### src/rtl/sha512_ctx_sched.sv
// Round scheduler for the two-context SHA-512 datapath: two threads own alternate cycles,
// each sequencing context load, ROUNDS rounds and result drain.
module sha512_ctx_sched #(
  parameter int unsigned ROUNDS     = 80,
  parameter int unsigned LOAD_WORDS = 8
) (
  input  logic       CLK,
  input  logic       rst_n,
  input  logic       en,
  input  logic [1:0] req,
  output logic [1:0] ack,
  output logic [1:0] ready,
  output logic       tid,
  output logic       glbl_en,
  output logic       block2ctx_en,
  output logic [2:0] ld_addr,
  output logic       T1_rst,
  output logic       S1_CH_rst,
  output logic       S0_rst,
  output logic       S1_CH_en,
  output logic       S0_en,
  output logic       D2E_en,
  output logic       D2E_en2,
  output logic [6:0] rnd,
  output logic       out_en,
  output logic [2:0] out_addr,
  output logic [1:0] done
);

  typedef enum logic [1:0] {StIdle, StLoad, StRound, StDrain} state_e;

  typedef struct packed {
    logic       b2c;
    logic [2:0] ld_addr;
    logic       t1_rst;
    logic       s1_rst;
    logic       s0_rst;
    logic       s1_en;
    logic       s0_en;
    logic       d2e;
    logic       d2e2;
    logic [6:0] rnd;
    logic       out_en;
    logic [2:0] out_addr;
  } strb_t;

  localparam logic [6:0] LastLoad  = 7'(LOAD_WORDS - 1);
  localparam logic [6:0] LastRound = 7'(ROUNDS - 1);

  state_e     r_st0, r_st1;
  logic [6:0] r_cnt0, r_cnt1;
  logic       r_tid;
  logic [1:0] r_ack, r_done;
  strb_t      r_strb;

  state_e     w_cur_st, w_nxt_st, w_oth_st;
  logic [6:0] w_cur_cnt, w_nxt_cnt, w_oth_cnt;
  logic       w_cur_req, w_acc, w_fin;
  strb_t      w_strb;

  // Next-state for the thread that owns the current cycle; the other thread holds.
  always_comb begin
    w_cur_st  = r_tid ? r_st1 : r_st0;
    w_cur_cnt = r_tid ? r_cnt1 : r_cnt0;
    w_cur_req = req[r_tid];
    w_nxt_st  = w_cur_st;
    w_nxt_cnt = w_cur_cnt + 7'd1;
    w_acc     = 1'b0;
    w_fin     = 1'b0;
    unique case (w_cur_st)
      StIdle: begin
        w_nxt_cnt = '0;
        if (w_cur_req) begin
          w_nxt_st = StLoad;
          w_acc    = 1'b1;
        end
      end
      StLoad: begin
        if (w_cur_cnt == LastLoad) begin
          w_nxt_st  = StRound;
          w_nxt_cnt = '0;
        end
      end
      StRound: begin
        if (w_cur_cnt == LastRound) begin
          w_nxt_st  = StDrain;
          w_nxt_cnt = '0;
        end
      end
      StDrain: begin
        if (w_cur_cnt == LastLoad) begin
          w_nxt_cnt = '0;
          w_fin     = 1'b1;
          w_acc     = w_cur_req;
          w_nxt_st  = w_cur_req ? StLoad : StIdle;
        end
      end
      default: begin
        w_nxt_st  = StIdle;
        w_nxt_cnt = '0;
      end
    endcase
  end

  // Decode the thread owning the next cycle; its state is stable across this edge.
  always_comb begin
    w_oth_st  = r_tid ? r_st0 : r_st1;
    w_oth_cnt = r_tid ? r_cnt0 : r_cnt1;
    w_strb    = '0;
    unique case (w_oth_st)
      StLoad: begin
        w_strb.b2c     = 1'b1;
        w_strb.ld_addr = w_oth_cnt[2:0];
        w_strb.t1_rst  = 1'b1;
        if (w_oth_cnt < 7'd6) begin
          w_strb.s1_rst = 1'b1;
          w_strb.s0_rst = 1'b1;
        end else begin
          w_strb.s1_en = 1'b1;
          w_strb.s0_en = 1'b1;
        end
        w_strb.d2e  = (w_oth_cnt >= 7'd4);
        w_strb.d2e2 = (w_oth_cnt >= 7'd4);
      end
      StRound: begin
        w_strb.rnd   = w_oth_cnt;
        w_strb.s1_en = 1'b1;
        w_strb.s0_en = 1'b1;
        w_strb.d2e2  = (w_oth_cnt == 7'd0);
      end
      StDrain: begin
        w_strb.out_en   = 1'b1;
        w_strb.out_addr = w_oth_cnt[2:0];
      end
      default: ;
    endcase
  end

  always_ff @(posedge CLK or negedge rst_n) begin
    if (!rst_n) begin
      r_tid  <= 1'b0;
      r_st0  <= StIdle;
      r_st1  <= StIdle;
      r_cnt0 <= '0;
      r_cnt1 <= '0;
      r_ack  <= '0;
      r_done <= '0;
      r_strb <= '0;
    end else if (en) begin
      r_tid  <= ~r_tid;
      r_ack  <= {r_tid & w_acc, ~r_tid & w_acc};
      r_done <= {r_tid & w_fin, ~r_tid & w_fin};
      r_strb <= w_strb;
      if (r_tid) begin
        r_st1  <= w_nxt_st;
        r_cnt1 <= w_nxt_cnt;
      end else begin
        r_st0  <= w_nxt_st;
        r_cnt0 <= w_nxt_cnt;
      end
    end
  end

  assign ack          = r_ack;
  assign done         = r_done;
  assign ready        = {r_st1 == StIdle, r_st0 == StIdle};
  assign tid          = r_tid;
  assign glbl_en      = en;
  assign block2ctx_en = r_strb.b2c;
  assign ld_addr      = r_strb.ld_addr;
  assign T1_rst       = r_strb.t1_rst;
  assign S1_CH_rst    = r_strb.s1_rst;
  assign S0_rst       = r_strb.s0_rst;
  assign S1_CH_en     = r_strb.s1_en;
  assign S0_en        = r_strb.s0_en;
  assign D2E_en       = r_strb.d2e;
  assign D2E_en2      = r_strb.d2e2;
  assign rnd          = r_strb.rnd;
  assign out_en       = r_strb.out_en;
  assign out_addr     = r_strb.out_addr;

endmodule

### config.mk
export PLATFORM = sky130hd
export DESIGN_NAME = sha512_ctx_sched
export DESIGN_NICKNAME = d
export VERILOG_FILES = /design/src/rtl/sha512_ctx_sched.sv
export SDC_FILE = /design/constraint.sdc
export NUM_CORES = 1
export LEC_CHECK = 0
export CORE_ASPECT_RATIO = 0.75
export CORE_MARGIN = 2
export CORE_UTILIZATION = 45
export DETAILED_ROUTE_END_ITERATION = 6
export HOLD_SLACK_MARGIN = 0.08
export PLACE_DENSITY = 0.78
export REMOVE_ABC_BUFFERS = 1
export SLEW_MARGIN = 20
export SYNTH_ARGS = -nofsm -noshare
export SYNTH_HDL_FRONTEND = slang
export SYNTH_SLANG_ARGS = --single-unit
### constraint.sdc
create_clock -name CLK -period 4 [get_ports CLK]
set_clock_uncertainty 0.2 [all_clocks]
set_input_delay 1 -clock CLK [delete_from_list [all_inputs] [get_ports CLK]]
set_output_delay 1 -clock CLK [all_outputs]
set_load 0.02 [all_outputs]
==> results.md, run 1 <==
* Post-DP HPWL at approximately 3.3 mm
* RSZ-0062 raised after global routing: false
* Flop pwr share at 36.2%
* Row count at 22
* Mux cell area share after synthesis at between 7 and 8%
* Beginning of the critical path: en
* Dominant synthesized flop cell: dfrtp_1
* Initial DRC Count at around 150
* Reg2Reg Depth at 7
* FF-to-FF End: r_cnt1[3]
* Final period util at between 80% and 90%
* Post-CTS resize count at 0
* Drt wl/cell at between 10 and 15 um
* Peak VDD IR at approximately 0.31 mV
* Register area share after synthesis at a little under half
* R2R Path Start: tid
* Gr usage total at 18.60%
* Worst path depth at 2
* Chip width at roughly 87 um
* Post CTS Setup Buffer Count at 0
* Core area at just under 5000 um^2
* Largest family of logic cells by synthesized area: compound AO/OA/AOI/OAI gates
* Fin crit period at between 3000 and 4000 ps
* Critical path's slowest cell: clkdlybuf4s50_1
* Ports at 35
* N_diodes at 0
* CTS tree: done
* CP Class: in2out
* Clk Tree Root Cell: clkbuf_8
* Sw frac at about 39%
* DR vias/cell at approximately 5.5
* Nature of the critical path endpoint: primary output
* Crit Path Max Fanout at 2
* Slew at the pin closest to its max-slew limit at 923.9 ps
* Yosys warns at 0
* Insertion delay to the later sink of the worst-skew pair at between 200 and 300 ps
* Peak Freq at between 300 and 400 MHz
* Most common cell on crit path: clkdlybuf4s50_1
* DRC Markers at 0
* Hold Crit Class: reg2reg
* Share of cells above drive strength 1 at 8.791%
* Comb pwr share at 42.3%
* Post-synthesis compound-gate area fraction at a little under a fifth
* Largest net degree at the start of global routing at 43
* Total gr overflow at 0
* Synth cell types at 43
* H-tree Lvls at 2
* Number of nets in the layout at about 290
* R2R Setup Slk at approximately 1100 ps
* Pins over their slew limit at 0
* Largest delay share family, worst path: buffers and inverters
* Setup TNS at 0 ps
* Cells along the critical path: clkdlybuf4s50_1 > clkdlybuf4s50_1
* GPL Wtd Cong at slightly below 0.9
* Global-route wire length before repair at approximately 8.3 mm
* Power per cell area at between 500 and 600 nW/um^2
* Die area at approximately 5700 um^2
* Num CTS Buffers at 5
* Clk buf depth at 2
* Hold slack at 329.8 ps
* Synth top area share at between 40 and 50%
* # setup viols final at 0
* Leading area contributor after synthesis: dfrtp_1
* Hold EP: out_en
* Via count at 1832
* Post-synth EDFFs at 0
* Synth Register Bits at 42
* DR pass1 iterations at 5
* Simple-gate area share of the yosys netlist at approximately 14%
* Starting density of the core at 46.80%
* Vias in the first global route at ~1700
* Post-Syn Instances at roughly 240
* Max-slew headroom at approximately two fifths
* CP Launch Type: input pin
* Area grow syn2layout at 20.08%
* CP Buf/Inv Count at 2
* Count leader, synth: dfrtp_1
* Outcome: complete, no violations
* Static Leak at between 1 and 1.5 nW
* Max_cap viols at 0
* Die Ht at ~66 um
* Area of the mapped netlist at 2306 um^2
* Leading post-synthesis cells by cell area: dfrtp_1 46%, o22ai_1 6.5%, mux2i_1 6.1%
* HP Start: out_en
* XOR/XNOR share of the synthesized area at less than 1%
* Commonest cells post-synth: 42 x dfrtp_1, 31 x inv_1, 24 x o22ai_1, 19 x nand2_1, 18 x o21ai_0
* Antenna violations before repair at 0
* Worst-path clk slew at around 80 ps
* Min-Delay Path Depth at 2
* Internal power at roughly 0.95 mW
* CTS Hold Bufs at 0
* Synth Area per Inst at 9.490 um^2
* Port bufs at 34
* Max incr delay on CP at approximately 610 ps
* Post-synth ARST share at 100.0%
* Clock sink count at 42
* Clk pwr share at between 20% and 30%
* Final Hold Fails at 0
* NetSw at approximately 0.6 mW
* Final WL at roughly 4.9 mm
* Post-route ant nets at 0
* CP arrival at 2090 ps
* Synth Area in Adders at under 10%
* CP required at 2800 ps
==> routing by layer <==
layer	vias to the layer above	part of all wire [%]	GRT usage, %
met5	-	0	0
met4	0	0.32	4.102
met3	2	5.3	4.245
met2	51	43	28.46
met1	871	51	26.92
li1	908	-	-
==> worst max-delay path by stage <==
stage	endpoint	slack [ps]
CTS	glbl_en	700
finish	glbl_en	710
floorplan	r_cnt1[3]	870
global placement	glbl_en	720
detailed placement	glbl_en	700
global route	glbl_en	670
==> per-stage QoR <==
| stage | power, mW | area [um^2] | std cells | worst slack [ps] | utilization (%) |
|---|---|---|---|---|---|
| final | 1.559 | 2769 | 333 | 711.7 | 56.20 |
| after global routing | 1.668 | 2769 | 333 | 672.9 | 56.20 |
| after CTS | 1.566 | 2769 | 333 | 697.4 | 56.20 |
| after detailed placement | 1.229 | 2659 | 325 | 704.3 | 53.96 |
| after global placement | 1.210 | 2659 | 325 | 724.3 | 53.96 |
| after floorplan | 0.9945 | 2233 | 229 | 874.8 | - |
==> registers in the layout, indices dropped and copies added (netlist names), 2 cells and up <==
signal	count
out_addr	3
rnd	7
r_cnt1	7
ld_addr	3
r_st1	2
r_st0	2
done	2
ack	2
r_cnt0	7
==> kinds of logic (layout without fill, tap and decap cells) <==
group	after synthesis	in the layout
and+or+nand+nor	61	61
adders and majority gates	9	9
xor gates and xnor gates	2	2
AOI/OAI and AO/OA	67	67
muxes	17	17
DFF	42	42
buffers and inverters	45	75
==> layout make-up <==
type / instances / area (um^2)
inverter: 31 / 116.4
clock buffer: 6 / 72.57
tap: 60 / 75.07
timing repair buffer: 36 / 350.3
clock inverter: 2 / 37.54
fill: 433 / 2158
multi-input combinational: 156 / 1066
sequential: 42 / 1051
==> cells in the final DEF (no fill, tap or decap), drive strengths merged, types with 2 or more instances in the layout <==
cell type,synthesis,layout
dfrtp,42,42
clkdlybuf4s50,0,33
inv,31,31
o22ai,25,25
o21ai,20,20
nand2,19,19
mux2i,14,14
a21oi,10,10
nor2,9,9
ha,9,9
nand3,6,6
clkbuf,6,6
nor3,5,5
nand2b,4,4
mux2,3,3
buf,8,3
or4,2,2
nand3b,2,2
a211oi,2,2
nor2b,2,2
or3,2,2
or2,2,2
o31ai,2,2
a22oi,2,2
==> power by group through the flow <==
stage | clock network, mW | registers [mW] | logic (mW)
floorplan | 0 | 0.635 | 0.360
finish | 0.336 | 0.565 | 0.659
CTS | 0.341 | 0.565 | 0.660
global placement | 0 | 0.568 | 0.643
detailed placement | 0 | 0.573 | 0.656
global route | 0.360 | 0.576 | 0.732
Note: power is estimated with default switching activity, not from simulation.
==> run 2, diff against run 1 <==
--- a/config.mk
+++ b/config.mk
@@ -10,7 +10,7 @@
 export CORE_UTILIZATION = 45
 export DETAILED_ROUTE_END_ITERATION = 6
 export HOLD_SLACK_MARGIN = 0.08
-export PLACE_DENSITY = 0.78
+export PLACE_DENSITY = 0.81
 export REMOVE_ABC_BUFFERS = 1
 export SLEW_MARGIN = 20
 export SYNTH_ARGS = -nofsm -noshare
==> constraint.sdc (replaced) <==
create_clock -name CLK -period 2.78 [get_ports CLK]
set_clock_uncertainty 0.2 [all_clocks]
set_input_delay 0.695 -clock CLK [delete_from_list [all_inputs] [get_ports CLK]]
set_output_delay 0.695 -clock CLK [all_outputs]
set_load 0.02 [all_outputs]
==> run 2 against run 1 <==
Die area unchanged. Routed wire length is 0.36% higher. Register-to-register slack lost 810 ps. Power rose by 42%. Worst setup slack got worse by 600 ps. Highest routed layer unchanged.
==> results.md, run 2 (synthesis gave the netlist of run 1 again) <==
* DR pass1 iterations at 4
* CP arrival at around 1800 ps
* Number of nets in the layout at between 200 and 300
* Chip width at ~87 um
* Critical path's slowest cell: clkdlybuf4s50_1
* Clock sink count at 42
* Placed Area at ~2700 um^2
* CTS tree: done
* Post-CTS resize count at 0
* N_diodes at 0
* R2R Setup Slk at around 240 ps
* Most common cell on crit path: clkdlybuf4s50_1
* Power per cell area at between 700 and 800 nW/um^2
* CTS Hold Bufs at 0
* Drt wl/cell at 14.67 um
* Starting density of the core at a little under half
* Insertion delay to the later sink of the worst-skew pair at about 300 ps
* Flop pwr share at between 30% and 40%
* Gr usage total at a little under a fifth
* H-tree Lvls at 2
* Ports at 35
* Peak Freq at approximately 370 MHz
* Peak VDD IR at roughly 0.36 mV
* Most common cell after layout, fill and taps aside: dfrtp_1
* Global-route wire length before repair at roughly 8.3 mm
* NetSw at between 0.9 and 1 mW
* Worst-path clk slew at roughly 90 ps
* Beginning of the critical path: en
* Antenna violations before repair at 0
* GPL Wtd Cong at between 0.9 and 1
* CP Buf/Inv Count at 2
* FF-to-FF End: r_cnt1[4]
* Hold Crit Class: in2async
* Row count at 22
* Comb pwr share at a little under half
* Max_cap viols at 0
* Sw frac at 40.59%
* Post-route cell area at 2801 um^2
* Clk pwr share at 18.6%
* DR vias/cell at about 5.5
* CP required at 1880 ps
* Most frequent cells in the layout: 42 x dfrtp_1, 33 x clkdlybuf4s50_1, 31 x inv_1
* Via count at about 1900
* Cells along the critical path: clkdlybuf4s50_1 > clkdlybuf4s50_1
* Pins over their slew limit at 0
* Crit Path Max Fanout at 2
* Initial DRC Count at between 100 and 150
* Final Hold Fails at 0
* Post-DP HPWL at ~3.5 mm
* Final period util at 96.14%
* Largest delay share family, worst path: buffers and inverters
* Area grow syn2layout at 21.49%
* Outcome: complete, no violations
* Clk Tree Root Cell: clkbuf_8
* Nature of the critical path endpoint: primary output
* Static Leak at roughly 1.2 nW
* Fin crit period at approximately 2700 ps
* Share of cells above drive strength 1 at 10.79%
* Max incr delay on CP at roughly 600 ps
* # setup viols final at 0
* R2R Path Start: tid
* Setup TNS at 0 ps
* Post CTS Setup Buffer Count at 0
* Internal power at approximately 1.3 mW
* CP Launch Type: input pin
* Die Ht at approximately 66 um
* Final Total Pwr at approximately 2.2 mW
* Hold slack at 321.7 ps
* Final WL at slightly below 5 mm
* Max-slew headroom at a little under two fifths
* Reg2Reg Depth at 8
* Post-route ant nets at 0
* Num CTS Buffers at 5
* Core area at 4927 um^2
* Clk buf depth at 2
* CP Class: in2out
* Port bufs at 34
* RSZ-0062 raised after global routing: false
* Total gr overflow at 0
* Slew at the pin closest to its max-slew limit at 927.7 ps
* Largest net degree at the start of global routing at 43
* DRC Markers at 0
* Die area at about 5700 um^2
* Vias in the first global route at around 1800
## run 2: worst max-delay path by stage
stage                end  slack (ps)  depth (start not counted)
6_report         glbl_en         110                          2
3_3_place_gp     glbl_en         110                          2
5_1_grt          glbl_en          80                          2
3_5_place_dp     glbl_en         100                          2
2_1_floorplan  r_cnt1[3]        -350                          7
4_1_cts          glbl_en         100                          2
## run 2: per-layer routing
metal  global-route usage [%]  routed length, um  up-vias
met1                    25.76               2504      895
met5                        0                  0        -
li1                         -                  -      923
met2                    29.81               2255       42
met4                    5.273                 17        0
met3                    3.745                180        4
## run 2: area by class of cell
cell class	count	area (um^2)
Tap cell	60	75.07
Fill cell	446	2126
Clock inverter	3	25.02
Multi-Input combinational cell	156	1077
Inverter	31	116.4
Timing Repair Buffer	41	387.9
Clock buffer	5	68.82
Sequential cell	42	1051
## run 2: stage by stage
stage | setup WS, ps | util (%) | cells
after global routing | 81.53 | 56.86 | 338
final | 107.4 | 56.86 | 338
after global placement | 113.7 | 54.72 | 330
after floorplan | -345.2 | - | 229
after detailed placement | 99.01 | 54.72 | 330
after CTS | 97.36 | 56.63 | 338
## run 2: power by group through the flow
stage          combinational, mW  sequential, mW  clock (mW)
3_3_place_gp               0.993           0.786           0
4_1_cts                     1.01           0.781       0.428
5_1_grt                     1.12           0.795       0.459
3_5_place_dp                1.00           0.795           0
6_report                    1.03           0.781       0.412
2_1_floorplan              0.518           0.913           0
==> run 3, diff against run 2 <==
--- a/config.mk
+++ b/config.mk
@@ -5,7 +5,7 @@
 export SDC_FILE = /design/constraint.sdc
 export NUM_CORES = 1
 export LEC_CHECK = 0
-export CORE_ASPECT_RATIO = 0.75
+export CORE_ASPECT_RATIO = 1.75
 export CORE_MARGIN = 2
 export CORE_UTILIZATION = 45
 export DETAILED_ROUTE_END_ITERATION = 6
==> run 3 against run 2 <==
Global-route usage grew 0.69 points. Register-to-register slack gained 30 ps. Die area is 0.28% higher. Critical path depth is the same. Largest cell class unchanged.
==> results.md, run 3 (synthesis gave the netlist of run 1 again) <==
* Max_cap viols at 0
* Max-slew headroom at approximately two fifths
* Largest net degree at the start of global routing at 43
* Via count at roughly 1900
* Starting density of the core at between 40% and 50%
* Hold Crit Class: in2async
* GPL Wtd Cong at slightly below 0.9
* Antenna violations before repair at 0
* Final Hold Fails at 0
* Post-route cell area at about 2800 um^2
* Global-route wire length before repair at 8.487 mm
* Critical path's slowest cell: clkdlybuf4s50_1
* Slew at the pin closest to its max-slew limit at 907.4 ps
* Clk buf depth at 2
* Sequential cell area at 1051 um^2
* Number of nets in the layout at about 290
* Gr usage total at between 10% and 20%
* Vias in the first global route at 1893
* Reg2Reg Depth at 8
* Die Ht at 98.70 um
* CP Buf/Inv Count at 2
* Max incr delay on CP at just over 600 ps
* DR vias/cell at approximately 5.7
* Total gr overflow at 0
* Area grow syn2layout at 21.00%
* Port bufs at 34
* Fill cells at ~440
* Non-filler cells, final at 332
* CTS tree: done
* Pins over their slew limit at 0
* Clk Tree Root Cell: clkbuf_8
* Multi-input gate area at 1081 um^2
* Most common cell on crit path: clkdlybuf4s50_1
* Final WL at just over 5 mm
* Peak VDD IR at approximately 0.49 mV
* H-tree Lvls at 2
* Post-route ant nets at 0
* Final Util at between 50% and 60%
* Cells along the critical path: clkdlybuf4s50_1 > clkdlybuf4s50_1
* Power per cell area at around 790 nW/um^2
* # setup viols final at 0
* Most common cell after layout, fill and taps aside: dfrtp_1
* Outcome: complete, no violations
* Die area at around 5700 um^2
* Most frequent cells in the layout: 42 x dfrtp_1, 33 x clkdlybuf4s50_1, 31 x inv_1
* Hold slack at 323.6 ps
* CP arrival at 1770 ps
* Initial DRC Count at 44
* N_diodes at 0
* Insertion delay to the later sink of the worst-skew pair at slightly below 300 ps
* Ports at 35
* Largest delay share family, worst path: buffers and inverters
* Placed Area at about 2700 um^2
* RSZ-0062 raised after global routing: false
* Clock sink count at 42
* Peak Freq at 374.6 MHz
* Final period util at 96.03%
* Core area at between 4000 and 5000 um^2
* DRC Markers at 0
* Static Leak at between 1 and 1.5 nW
* Num CTS Buffers at 5
* Placed Instances at approximately 330
* CP Class: in2out
* Crit Path Max Fanout at 2
* CP Launch Type: input pin
* Nature of the critical path endpoint: primary output
* Row count at 34
* Fin crit period at 2670 ps
* Post-DP HPWL at around 3.7 mm
* Chip width at 58.11 um
* Drt wl/cell at between 15 and 20 um
* CP required at 1880 ps
* DR pass1 iterations at 4
* Worst path depth at 2
* CTS Hold Bufs at 0
* Worst-path clk slew at about 80 ps
* Share of cells above drive strength 1 at around 11%
run 3: changes by cell type in the layout (fill, tap and decap cells not counted), sizes merged:
cell | previous run | this run
clkinv | 1 | 2
buf | 8 | 9
clkinvlp | 1 | 0
inv | 32 | 31
run 3: final cells by class:
cell class              instances  share of cell area, %
multi-input cells             156                  38.74
flip-flops and latches         42                  37.67
clock buffers                   5                  2.466
well taps                      54                  2.422
repair buffers                 42                  14.17
inverters                      31                  4.170
clock inverters                 2                 0.3587
run 3: layer usage:
layer	global-route usage (%)	up-vias	routed length (um)
met5	0	-	0
met4	11.81	0	214
met3	3.281	18	154
met2	34.27	49	2723
met1	20.44	904	1993
li1	-	916	-
run 3: final timing paths:
path | from | end | slack, ps
max in group asynchronous | rst_n | S1_CH_en | 1490
min in group CLK | out_en | out_en | 330
max reg2reg | tid | r_cnt1[3] | 270
min | rst_n | r_cnt0[6] | 320
max | en | glbl_en | 110
min reg2reg | out_en | out_en | 330
run 3: through the flow:
step	TNS (ps)	setup WS [ps]	power, mW
detailed placement	0	105.9	1.825
floorplan	-3572	-345.2	1.431
finish	0	110.3	2.207
global placement	0	115.9	1.799
CTS	0	102.9	2.195
global route	0	68.22	2.368
run 3: power by group:
part	switching [mW]	total, mW	internal, mW	leakage (nW)
logic	0.597	1.05	0.457	0.547
clock network	0.200	0.369	0.168	0.0438
registers	0.0879	0.785	0.697	0.576
run 3: repair_timing:
item / 4_1_cts / 5_1_grt
gates resized for setup: 0 / 2
endpoints found under the setup margin: 0 / 12
setup buffers: 0 / 0
